## src/rtl/shift_deser.sv

```systemverilog
// Serial-to-parallel receiver: LSB-first frames marked by ser_sync, optional
// trailing even-parity bit, delivered on a valid/ready register with overrun flag.
module shift_deser #(
  parameter int N         = 8,
  parameter int PARITY_EN = 1
) (
  input  logic         clk,
  input  logic         rst_n,
  input  logic         ser_in,
  input  logic         ser_en,
  input  logic         ser_sync,
  output logic [N-1:0] m_data,
  output logic         m_valid,
  input  logic         m_ready,
  output logic         par_err,
  output logic         overrun,
  output logic         busy
);

  localparam int CW = $clog2(N);

  typedef enum logic [1:0] {
    IDLE = 2'd0,
    DATA = 2'd1,
    PAR  = 2'd2
  } state_t;

  state_t         state_r;
  state_t         state_next_s;
  logic [CW-1:0]  cnt_r;
  logic [CW-1:0]  cnt_next_s;
  logic [N-1:0]   shift_r;
  logic [N-1:0]   shift_next_s;
  logic [N-1:0]   word_s;
  logic [N-1:0]   done_word_s;
  logic           last_bit_s;
  logic           complete_s;
  logic           par_err_s;

  // Returns 1 when data plus received parity bit has odd weight (even-parity violation).
  function automatic logic parity_mismatch(input logic [N-1:0] d, input logic p);
    return (^d) ^ p;
  endfunction

  // State register.
  always_ff @(posedge clk or negedge rst_n) begin
    if (!rst_n) begin
      state_r <= IDLE;
    end else begin
      state_r <= state_next_s;
    end
  end

  // Next-state logic; a sync-qualified strobe always restarts the frame.
  always_comb begin
    state_next_s = state_r;
    case (state_r)
      IDLE: begin
        if (ser_en && ser_sync) begin
          state_next_s = DATA;
        end else begin
          state_next_s = IDLE;
        end
      end
      DATA: begin
        if (ser_en && ser_sync) begin
          state_next_s = DATA;
        end else if (ser_en && last_bit_s) begin
          state_next_s = (PARITY_EN != 0) ? PAR : IDLE;
        end else begin
          state_next_s = DATA;
        end
      end
      PAR: begin
        if (ser_en && ser_sync) begin
          state_next_s = DATA;
        end else if (ser_en) begin
          state_next_s = IDLE;
        end else begin
          state_next_s = PAR;
        end
      end
      default: begin
        state_next_s = IDLE;
      end
    endcase
  end

  // Buffer with the current strobe's bit merged in at the counter position.
  always_comb begin
    word_s         = shift_r;
    word_s[cnt_r]  = ser_in;
    last_bit_s     = (cnt_r == CW'(N - 1));
  end

  // Output/datapath logic: buffer and counter updates, frame completion.
  always_comb begin
    shift_next_s = shift_r;
    cnt_next_s   = cnt_r;
    complete_s   = 1'b0;
    par_err_s    = 1'b0;
    done_word_s  = word_s;
    busy         = (state_r != IDLE);
    if (ser_en && ser_sync) begin
      shift_next_s = {{(N-1){1'b0}}, ser_in};
      cnt_next_s   = CW'(1);
    end else if (ser_en) begin
      case (state_r)
        IDLE: begin
          cnt_next_s = cnt_r;
        end
        DATA: begin
          shift_next_s = word_s;
          if (last_bit_s) begin
            cnt_next_s = {CW{1'b0}};
            complete_s = (PARITY_EN == 0);
          end else begin
            cnt_next_s = cnt_r + CW'(1);
          end
        end
        PAR: begin
          complete_s  = 1'b1;
          done_word_s = shift_r;
          par_err_s   = parity_mismatch(shift_r, ser_in);
          cnt_next_s  = {CW{1'b0}};
        end
        default: begin
          cnt_next_s = {CW{1'b0}};
        end
      endcase
    end else begin
      cnt_next_s = cnt_r;
    end
  end

  // Shift buffer and bit counter.
  always_ff @(posedge clk or negedge rst_n) begin
    if (!rst_n) begin
      shift_r <= {N{1'b0}};
      cnt_r   <= {CW{1'b0}};
    end else begin
      shift_r <= shift_next_s;
      cnt_r   <= cnt_next_s;
    end
  end

  // Output word register: a completion while the held word is unaccepted is dropped.
  always_ff @(posedge clk or negedge rst_n) begin
    if (!rst_n) begin
      m_data  <= {N{1'b0}};
      m_valid <= 1'b0;
      par_err <= 1'b0;
      overrun <= 1'b0;
    end else if (complete_s) begin
      if (!m_valid || m_ready) begin
        m_data  <= done_word_s;
        par_err <= par_err_s;
        m_valid <= 1'b1;
        overrun <= 1'b0;
      end else begin
        overrun <= 1'b1;
      end
    end else begin
      overrun <= 1'b0;
      if (m_valid && m_ready) begin
        m_valid <= 1'b0;
      end else begin
        m_valid <= m_valid;
      end
    end
  end

endmodule

```

## config.mk

```make
export PLATFORM = sky130hd
export DESIGN_NAME = shift_deser
export DESIGN_NICKNAME = d
export VERILOG_FILES = /design/src/rtl/shift_deser.sv
export SDC_FILE = /design/constraint.sdc
export NUM_CORES = 1
export LEC_CHECK = 0
export ABC_CLOCK_PERIOD_IN_PS = 1700
export CAP_MARGIN = 10
export CORE_MARGIN = 5
export CORE_UTILIZATION = 61
export CTS_CLUSTER_SIZE = 24
export DETAILED_ROUTE_END_ITERATION = 6
export DONT_BUFFER_PORTS = 1
export HOLD_SLACK_MARGIN = 0.03
export PLACE_DENSITY = 0.77
export SLEW_MARGIN = 20
export SYNTH_ARGS = -nofsm -noshare
export SYNTH_HDL_FRONTEND = slang
export SYNTH_SLANG_ARGS = --single-unit
```

## constraint.sdc

```tcl
create_clock -name clk -period 1.7 [get_ports clk]
set_input_delay 0.34 -clock clk [delete_from_list [all_inputs] [get_ports clk]]
set_output_delay 0.34 -clock clk [all_outputs]
set_load 0.02 [all_outputs]
```

==> results of run 1 <==
==> synth_stat cells, drive strengths merged <==
| master | count |
|---|---|
| o21ai | 18 |
| o21a | 2 |
| a21oi | 3 |
| mux2 | 9 |
| nor3b | 1 |
| or2b | 1 |
| clkbuf | 2 |
| nand4bb | 2 |
| ha | 2 |
| and2b | 1 |
| nand3 | 4 |
| nand4 | 1 |
| inv | 3 |
| nor3 | 1 |
| a21o | 1 |
| a31oi | 6 |
| xor2 | 2 |
| or2 | 1 |
| nor2 | 2 |
| dfrtp | 24 |
| xnor3 | 1 |
| nand2b | 4 |
| and3 | 1 |
| nand2 | 9 |
| buf | 5 |
| xnor2 | 4 |
| o32ai | 2 |
==> cells in the final DEF (no fill, tap or decap), drive strengths merged, types with 2 or more instances in the layout <==
cell type,n
dfrtp,24
o21ai,18
nand2,9
mux2,9
a31oi,6
nand3,4
xnor2,4
clkbuf,4
nand2b,4
a21oi,3
inv,3
nor2,2
o21a,2
o32ai,2
xor2,2
ha,2
nand4bb,2
==> routing by layer <==
layer | track usage | part of all wire | vias up | routed length, µm
met3 | 0.03497 | 0.047 | 2 | 102
li1 | - | - | 401 | -
met4 | 0.06250 | 0.015 | 0 | 32
met2 | 0.2534 | 0.49 | 20 | 1058
met1 | 0.1925 | 0.45 | 396 | 977
met5 | 0 | 0 | - | 0
==> report_power, final <==
group,internal (mW),switching (mW)
clock network,0.131,0.167
registers,0.640,0.147
logic,0.211,0.224
==> cells by family after synthesis <==
logic type      share of synthesized area
fa+ha+maj                         0.01978
xor+xnor                          0.05935
simple gates                       0.1513
buf+inv                           0.04649
mux                                0.1039
compound gates                     0.1444
flops                              0.4748
==> state kept, by name, summed over array words and instances, names as in the netlist <==
signal	count
m_data	8
cnt_r	3
overrun	1
par_err	1
state_r	2
shift_r	8
m_valid	1
==> cell type report <==
cell class / instances / area (µm²) / area share
Multi-Input combinational cell: 78 / 605.6 / 0.4649
Sequential cell: 24 / 600.6 / 0.4611
Clock buffer: 4 / 36.28 / 0.02786
Tap cell: 27 / 33.78 / 0.02594
Timing Repair Buffer: 2 / 15.01 / 0.01153
Inverter: 3 / 11.26 / 0.008646
==> per-stage QoR <==
stage,hold WS [ns],instance area (µm²),total power [mW]
after global placement,0.04496,1251,1.198
final,0.1140,1303,1.520
after global routing,0.09546,1303,1.624
after CTS,0.1091,1297,1.526
after floorplan,0.04441,1265,1.170
after detailed placement,0.04502,1251,1.220
==> worst paths after layout <==
kind | startpoint | to | slack, ns
setup / recovery | state_r[0] | busy | 0.09
hold / removal | ser_en | state_r[1] | 0.11
setup reg to reg | cnt_r[0] | cnt_r[2] | 0.17
hold reg to reg | shift_r[0] | shift_r[0] | 0.57
max in group asynchronous | rst_n | m_data[0] | 0.81
min in group asynchronous | rst_n | overrun | 0.53
==> repair_timing <==
item	CTS	global route
setup buffers	0	0
resized for setup	0	0
hold endpoints to repair	24	24
hold buffers	1	1
==> impl_results.md, run 1 <==
- Largest net degree at the start of global routing: 25
- Worst Hold Depth: 1
- Peak supply drop: 790.8 µV
- Pwr/cell area: 1167 mW/mm²
- Critical path fanouts, max: 12
- Crit path buffers/inverters: 0
- Flop and latch count out of synthesis: 24
- Final Util: 0.6639
- First-pass GRT wire length: 3732 µm
- Post-synthesis sequential area ratio: 0.4748
- I/O Pins: 18
- Worst Hold Class: input port to flop
- # setup viols final: 0
- Slowest Stage Delay on Critical Path: 0.54 ns
- Top cell type's share of synthesized area: 0.4748
- Wirelength per Cell: 15.72 µm
- Die Span Y: 55.54 µm
- Pre-antenna DRT Iters: 4
- Synth area leaders: dfrtp_1 47%, mux2_4 9.5%, o21ai_0 4.4%
- Final worst path period share: 0.9452
- Final Max Tran Viols: 0
- Hpwl dp: 1624 µm
- Port Buffers: 0
- Crit path max-delay family: flip-flops
- CP endpoint kind: primary output
- Lkg Pwr: 0.6318 nW
- Total GRT Usage: 0.1533
- Count of different cell masters after synthesis: 33
- Crit path cell chain: or2_2
- Critical-path top delay cell: dfrtp_1
- Die Width: 55.54 µm
- WL final: 2170 µm
- Post-synth net total: 120
- Gr ovfl total: 0
- # nets final: 120
- Worst EP required: 1.36 ns
- Post-route DRC: 0
- Pre-CTS setup slack: 0.1977 ns
- Final hold violations: 0
- Final worst slack: 0.09308 ns
- Vias: 819
- Max Root-Sink Buffers: 2
- Final Non-Filler Cells: 138
- Critical setup path kind: flop to primary output
- Die Footprint: 0.003085 mm²
- Clock Skews: 0.007098 ns
- Vias in the first global route: 768
- CTS tree: done
- CTS Root Buffer Type: clkbuf_4
- Cell area after synthesis: 0.001265 mm²
- Slew HR: 0.6468
- Area Overhead vs Synth: 2.967%
- Initial core utilization: 0.6448
- Number of synthesis warnings: 0
- Worst slew pin tran: 0.5298 ns
- Worst path depth: 1
- Max cap viols: 0
- Cts bufs inserted: 3
- Core ar.: 0.001962 mm²
- Htree depth: 1
- FMAX: 622.3 MHz
- Site Rows: 16
- Post-synth top area cell: dfrtp_1
- RD Place Congestion: 0.7645
- Synth Area per Inst: 11.29 µm²
- Clock Sinks: 24
- Antenna Cells: 0
- Remaining antenna violation count: 0
- R2R depth: 5
- Setup TNS: 0 ns
- Minimum clock period: 1.607 ns
- Clock-pin transition on the worst setup and hold timing paths: 0.12 ns
- Startpoint Class: flop
- WP data arrival: 1.27 ns
- Fillers: 164
- Via density: 5.935
- Status: complete, no violations
- Antenna violations before repair: 0
- Share of post-route cells with drive strength above 1: 0.1622
- Unrepaired setup endpoints after global routing: no
- Clk Latency, worst-skew pair: 0.32 ns
- Placed instance count: 132
- DRT iter0 DRCs: 19
- Gate Count Post-Synth: 112
No activity file was read; power rests on OpenSTA's default activity.
==> run 2: changes to the inputs <==
SETUP_SLACK_MARGIN = 0.4   (was default)
==> impl_results.md, run 2 (synthesis gave the netlist of run 1 again) <==
- Status: complete, no violations
- Share of post-route cells with drive strength above 1: 0.4186
- Slew HR: 0.8027
- Largest net degree at the start of global routing: 25
- Post-route DRC: 0
- Die Width: 55.54 µm
- Wirelength per Cell: 18.94 µm
- Pwr/cell area: 1258 mW/mm²
- Final worst path period share: 0.8569
- Final hold violations: 0
- Clock Sinks: 24
- Vias in the first global route: 869
- FMAX: 686.4 MHz
- Hold_ws: 0.09440 ns
- Commonest non-fill, non-tap cell in the layout: dfrtp_1
- Max Root-Sink Buffers: 2
- Site Rows: 16
- Remaining antenna violation count: 0
- First-pass GRT wire length: 4084 µm
- Critical path fanouts, max: 4
- Area Overhead vs Synth: 24.93%
- CTS Root Buffer Type: clkbuf_4
- Final Max Tran Viols: 0
- Top Registers: m_data (8), shift_r (8), cnt_r (3)
- Antenna Cells: 0
- Clock-pin transition on the worst setup and hold timing paths: 0.14 ns
- # nets final: 138
- Pre-antenna DRT Iters: 4
- Placed cell areas: 0.001251 mm²
- Startpoint Class: flop
- Die Span Y: 55.54 µm
- CTS tree: done
- WL final: 2954 µm
- Minimum clock period: 1.457 ns
- DRT iter0 DRCs: 21
- Vias: 960
- WP data arrival: 1.68 ns
- Final worst slack: 0.2432 ns
- Die Footprint: 0.003085 mm²
- Lkg Pwr: 0.7584 nW
- Most frequent cells in the layout: 19 x dfrtp_1, 17 x buf_4, 9 x nand2_1, 9 x o21ai_0, 9 x mux2_4
- Final Cell Area: 0.001580 mm²
- Worst EP required: 1.92 ns
- Critical setup path kind: flop to flop
- Clock Skews: 0.01006 ns
- Unrepaired setup endpoints after global routing: yes
- RD Place Congestion: 0.7998
- Antenna violations before repair: 0
- Initial core utilization: 0.6448
- Htree depth: 1
- Pre-CTS setup slack: 0.2030 ns
- Max cap viols: 0
- Cts bufs inserted: 3
- Total power: 1.988 mW
- Port Buffers: 0
- Core ar.: 0.001962 mm²
- Total GRT Usage: 0.1635
- Gr ovfl total: 0
- Clk Latency, worst-skew pair: 0.32 ns
- Hpwl dp: 1536 µm
- Setup TNS: 0 ns
- I/O Pins: 18
- Via density: 6.154
- CP endpoint kind: flop
- Peak supply drop: 862.3 µV
- Worst slew pin tran: 0.2960 ns
- Worst Hold Class: input port to flop
- # setup viols final: 0
[run 2: cell types whose count changed in the layout (fill, tap and decap cells not counted), moves of 3 or more]
cell	before	now
nand3_2	0	3
nand3_1	4	1
dfrtp_2	0	5
dfrtp_1	24	19
o21ai_2	0	4
buf_4	0	17
[run 2: routing by layer]
layer	GRT usage	vias up	part of all wire
met2	0.3007	34	0.53
li1	-	439	-
met4	0.04167	0	0.015
met3	0.04429	11	0.040
met5	0	-	0
met1	0.1845	476	0.41
[run 2: worst max-delay path, stage by stage (launching register included)]
cell and delay [ns]:
dfrtp_2 0.43, buf_4 0.13, and2b_1 0.19, and3_1 0.17
o21ai_2 0.13, mux2_4 0.30
[run 2: area by class of cell]
cell class              instances  area (µm²)
clock buffers                   3       22.52
clock inverters                 1       30.03
fillers                       109       381.6
inverters                       3       11.26
multi-input cells              79       718.2
flip-flops and latches         24       606.8
well taps                      27       33.78
repair buffers                 19       157.7
[run 2: worst paths after layout]
path | cells past startpoint | endpoint | slack (ns) | from
worst min-delay path | 1 | cnt_r[2] | 0.09 | ser_sync
worst max-delay path | 5 | shift_r[0] | 0.24 | state_r[1]
min in group asynchronous | 2 | m_data[7] | 0.44 | rst_n
worst max register to register | 5 | shift_r[0] | 0.24 | state_r[1]
worst min register to register | 1 | m_data[6] | 0.56 | shift_r[6]
max in group asynchronous | 2 | cnt_r[0] | 1.09 | rst_n
[run 2: what timing repair did]
action,4_1_cts,5_1_grt
setup endpoints to repair,21,21
setup buffers,16,1
cloned,1,0
resized for setup,9,16
pin swaps,4,7
hold endpoints to repair,24,24
[run 2: power by group]
group	internal, mW	switching [mW]
clock	0.238	0.171
sequential	0.650	0.113
combinational	0.408	0.409
[run 2: metrics by stage]
step                  util  instances
CTS                 0.7462        153
global route        0.8055        156
floorplan                -        112
detailed placement  0.6378        132
global placement    0.6378        132
finish              0.8055        156
==> run 3: changes to the inputs <==
MAX_ROUTING_LAYER = met4   (was default)
==> impl_results.md, run 3 (synthesis gave the netlist of run 1 again) <==
- FMAX: 686.3 MHz
- Slew HR: 0.8018
- Die Width: 55.54 µm
- Placed instance count: 132
- Worst EP required: 1.92 ns
- Antenna violations before repair: 0
- R2r startpoint: state_r[1]
- # setup viols final: 0
- WL final: 2960 µm
- Antenna Cells: 0
- Clk Latency, worst-skew pair: 0.32 ns
- Clock-pin transition on the worst setup and hold timing paths: 0.14 ns
- Clock Skews: 0.01126 ns
- Wirelength per Cell: 18.97 µm
- DRT iter0 DRCs: 25
- Cts bufs inserted: 3
- Hpwl dp: 1536 µm
- Hold_ws: 0.09235 ns
- Setup TNS: 0 ns
- Clock Sinks: 24
- Final hold violations: 0
- Core ar.: 0.001962 mm²
- Pwr/cell area: 1262 mW/mm²
- Pre-antenna DRT Iters: 4
- Unrepaired setup endpoints after global routing: yes
- CTS Root Buffer Type: clkbuf_4
- Share of post-route cells with drive strength above 1: 0.4186
- Max cap viols: 0
- Worst slew pin tran: 0.2973 ns
- First-pass GRT wire length: 4091 µm
- Minimum clock period: 1.457 ns
- Top Registers: m_data (8), shift_r (8), cnt_r (3)
- CP endpoint kind: flop
- Critical setup path kind: flop to flop
- Startpoint Class: flop
- Peak supply drop: 861.7 µV
- I/O Pins: 18
- Lkg Pwr: 0.7584 nW
- RD Place Congestion: 0.8112
- Remaining antenna violation count: 0
- R2R setup slack: 0.24 ns
- Gr ovfl total: 0
- Fillers: 109
- Critical path fanouts, max: 4
- Max Root-Sink Buffers: 2
- Total GRT Usage: 0.1681
- Worst setup path startpoint: state_r[1]
- Worst Hold Class: input port to flop
- Critical R2R Capture: shift_r[0]
- Site Rows: 16
- Worst Hold Depth: 1
- # nets final: 138
- WP data arrival: 1.68 ns
- Htree depth: 1
- Hold worst-path end: cnt_r[2]
- Initial core utilization: 0.6448
- Final Non-Filler Cells: 156
- Hold_sp: ser_sync
- Most frequent cells in the layout: 19 x dfrtp_1, 17 x buf_4, 9 x nand2_1, 9 x o21ai_0, 9 x mux2_4
- CTS tree: done
- R2R depth: 5
- Commonest non-fill, non-tap cell in the layout: dfrtp_1
- Final worst slack: 0.2429 ns
- Largest net degree at the start of global routing: 25
- Area Overhead vs Synth: 24.93%
- Via density: 6.135
- Pre-CTS setup slack: 0.2030 ns
- Die Span Y: 55.54 µm
- Final worst path period share: 0.8571
- Die Footprint: 0.003085 mm²
- Final Max Tran Viols: 0
- Status: complete, no violations
- Vias: 957
- Port Buffers: 0
- Vias in the first global route: 871
- Post-route DRC: 0
run 3: cell counts in the layout (fill, tap and decap cells not counted):
Identical to the previous run, type by type.
run 3: area by class of cell:
cell class,instances,area [µm²],area share
Tap cell,27,33.78,0.02138
Multi-Input combinational cell,79,718.2,0.4545
Sequential cell,24,606.8,0.3840
Timing Repair Buffer,19,157.7,0.09976
Clock buffer,3,22.52,0.01425
Inverter,3,11.26,0.007126
Clock inverter,1,30.03,0.01900
run 3: power breakdown:
group	leakage, nW	switching [mW]	total, mW	internal, mW
clock	0.0279	0.173	0.412	0.238
combinational	0.411	0.412	0.818	0.407
sequential	0.320	0.114	0.763	0.650
total	0.758	0.699	1.99	1.29
run 3: worst max-delay path, cell delays in order, from the launching register on:
cell and delay (ns):
dfrtp_2 0.43, buf_4 0.13, and2b_1 0.19, and3_1 0.17
o21ai_2 0.12, mux2_4 0.31
run 3: worst max-delay path by stage:
stage / endpoint / slack, ns
2_1_floorplan: shift_r[0] / 0.32
3_3_place_gp: shift_r[0] / 0.25
3_5_place_dp: cnt_r[2] / 0.20
4_1_cts: shift_r[0] / 0.28
5_1_grt: shift_r[0] / 0.20
6_report: shift_r[0] / 0.24
run 3: timing repair:
| action | 4_1_cts | 5_1_grt |
|---|---|---|
| gates cloned | 1 | 0 |
| pin swaps | 4 | 7 |
| buffers inserted | 16 | 1 |
| hold endpoints to repair | 24 | 24 |
| setup endpoints to repair | 21 | 21 |
| gates resized for setup | 9 | 16 |
run 3: routing by layer:
metal	routed length (µm)	track usage
met4	43	0.04167
met5	0	-
met2	1567	0.3007
met1	1230	0.1845
met3	118	0.04429
run 3: per-stage QoR:
stage	power, mW	cell area, µm²	utilization
after floorplan	1.185	1277	-
after global placement	1.202	1251	0.6378
after detailed placement	1.222	1251	0.6378
after CTS	1.802	1464	0.7462
after global routing	2.077	1580	0.8055
final	1.994	1580	0.8055
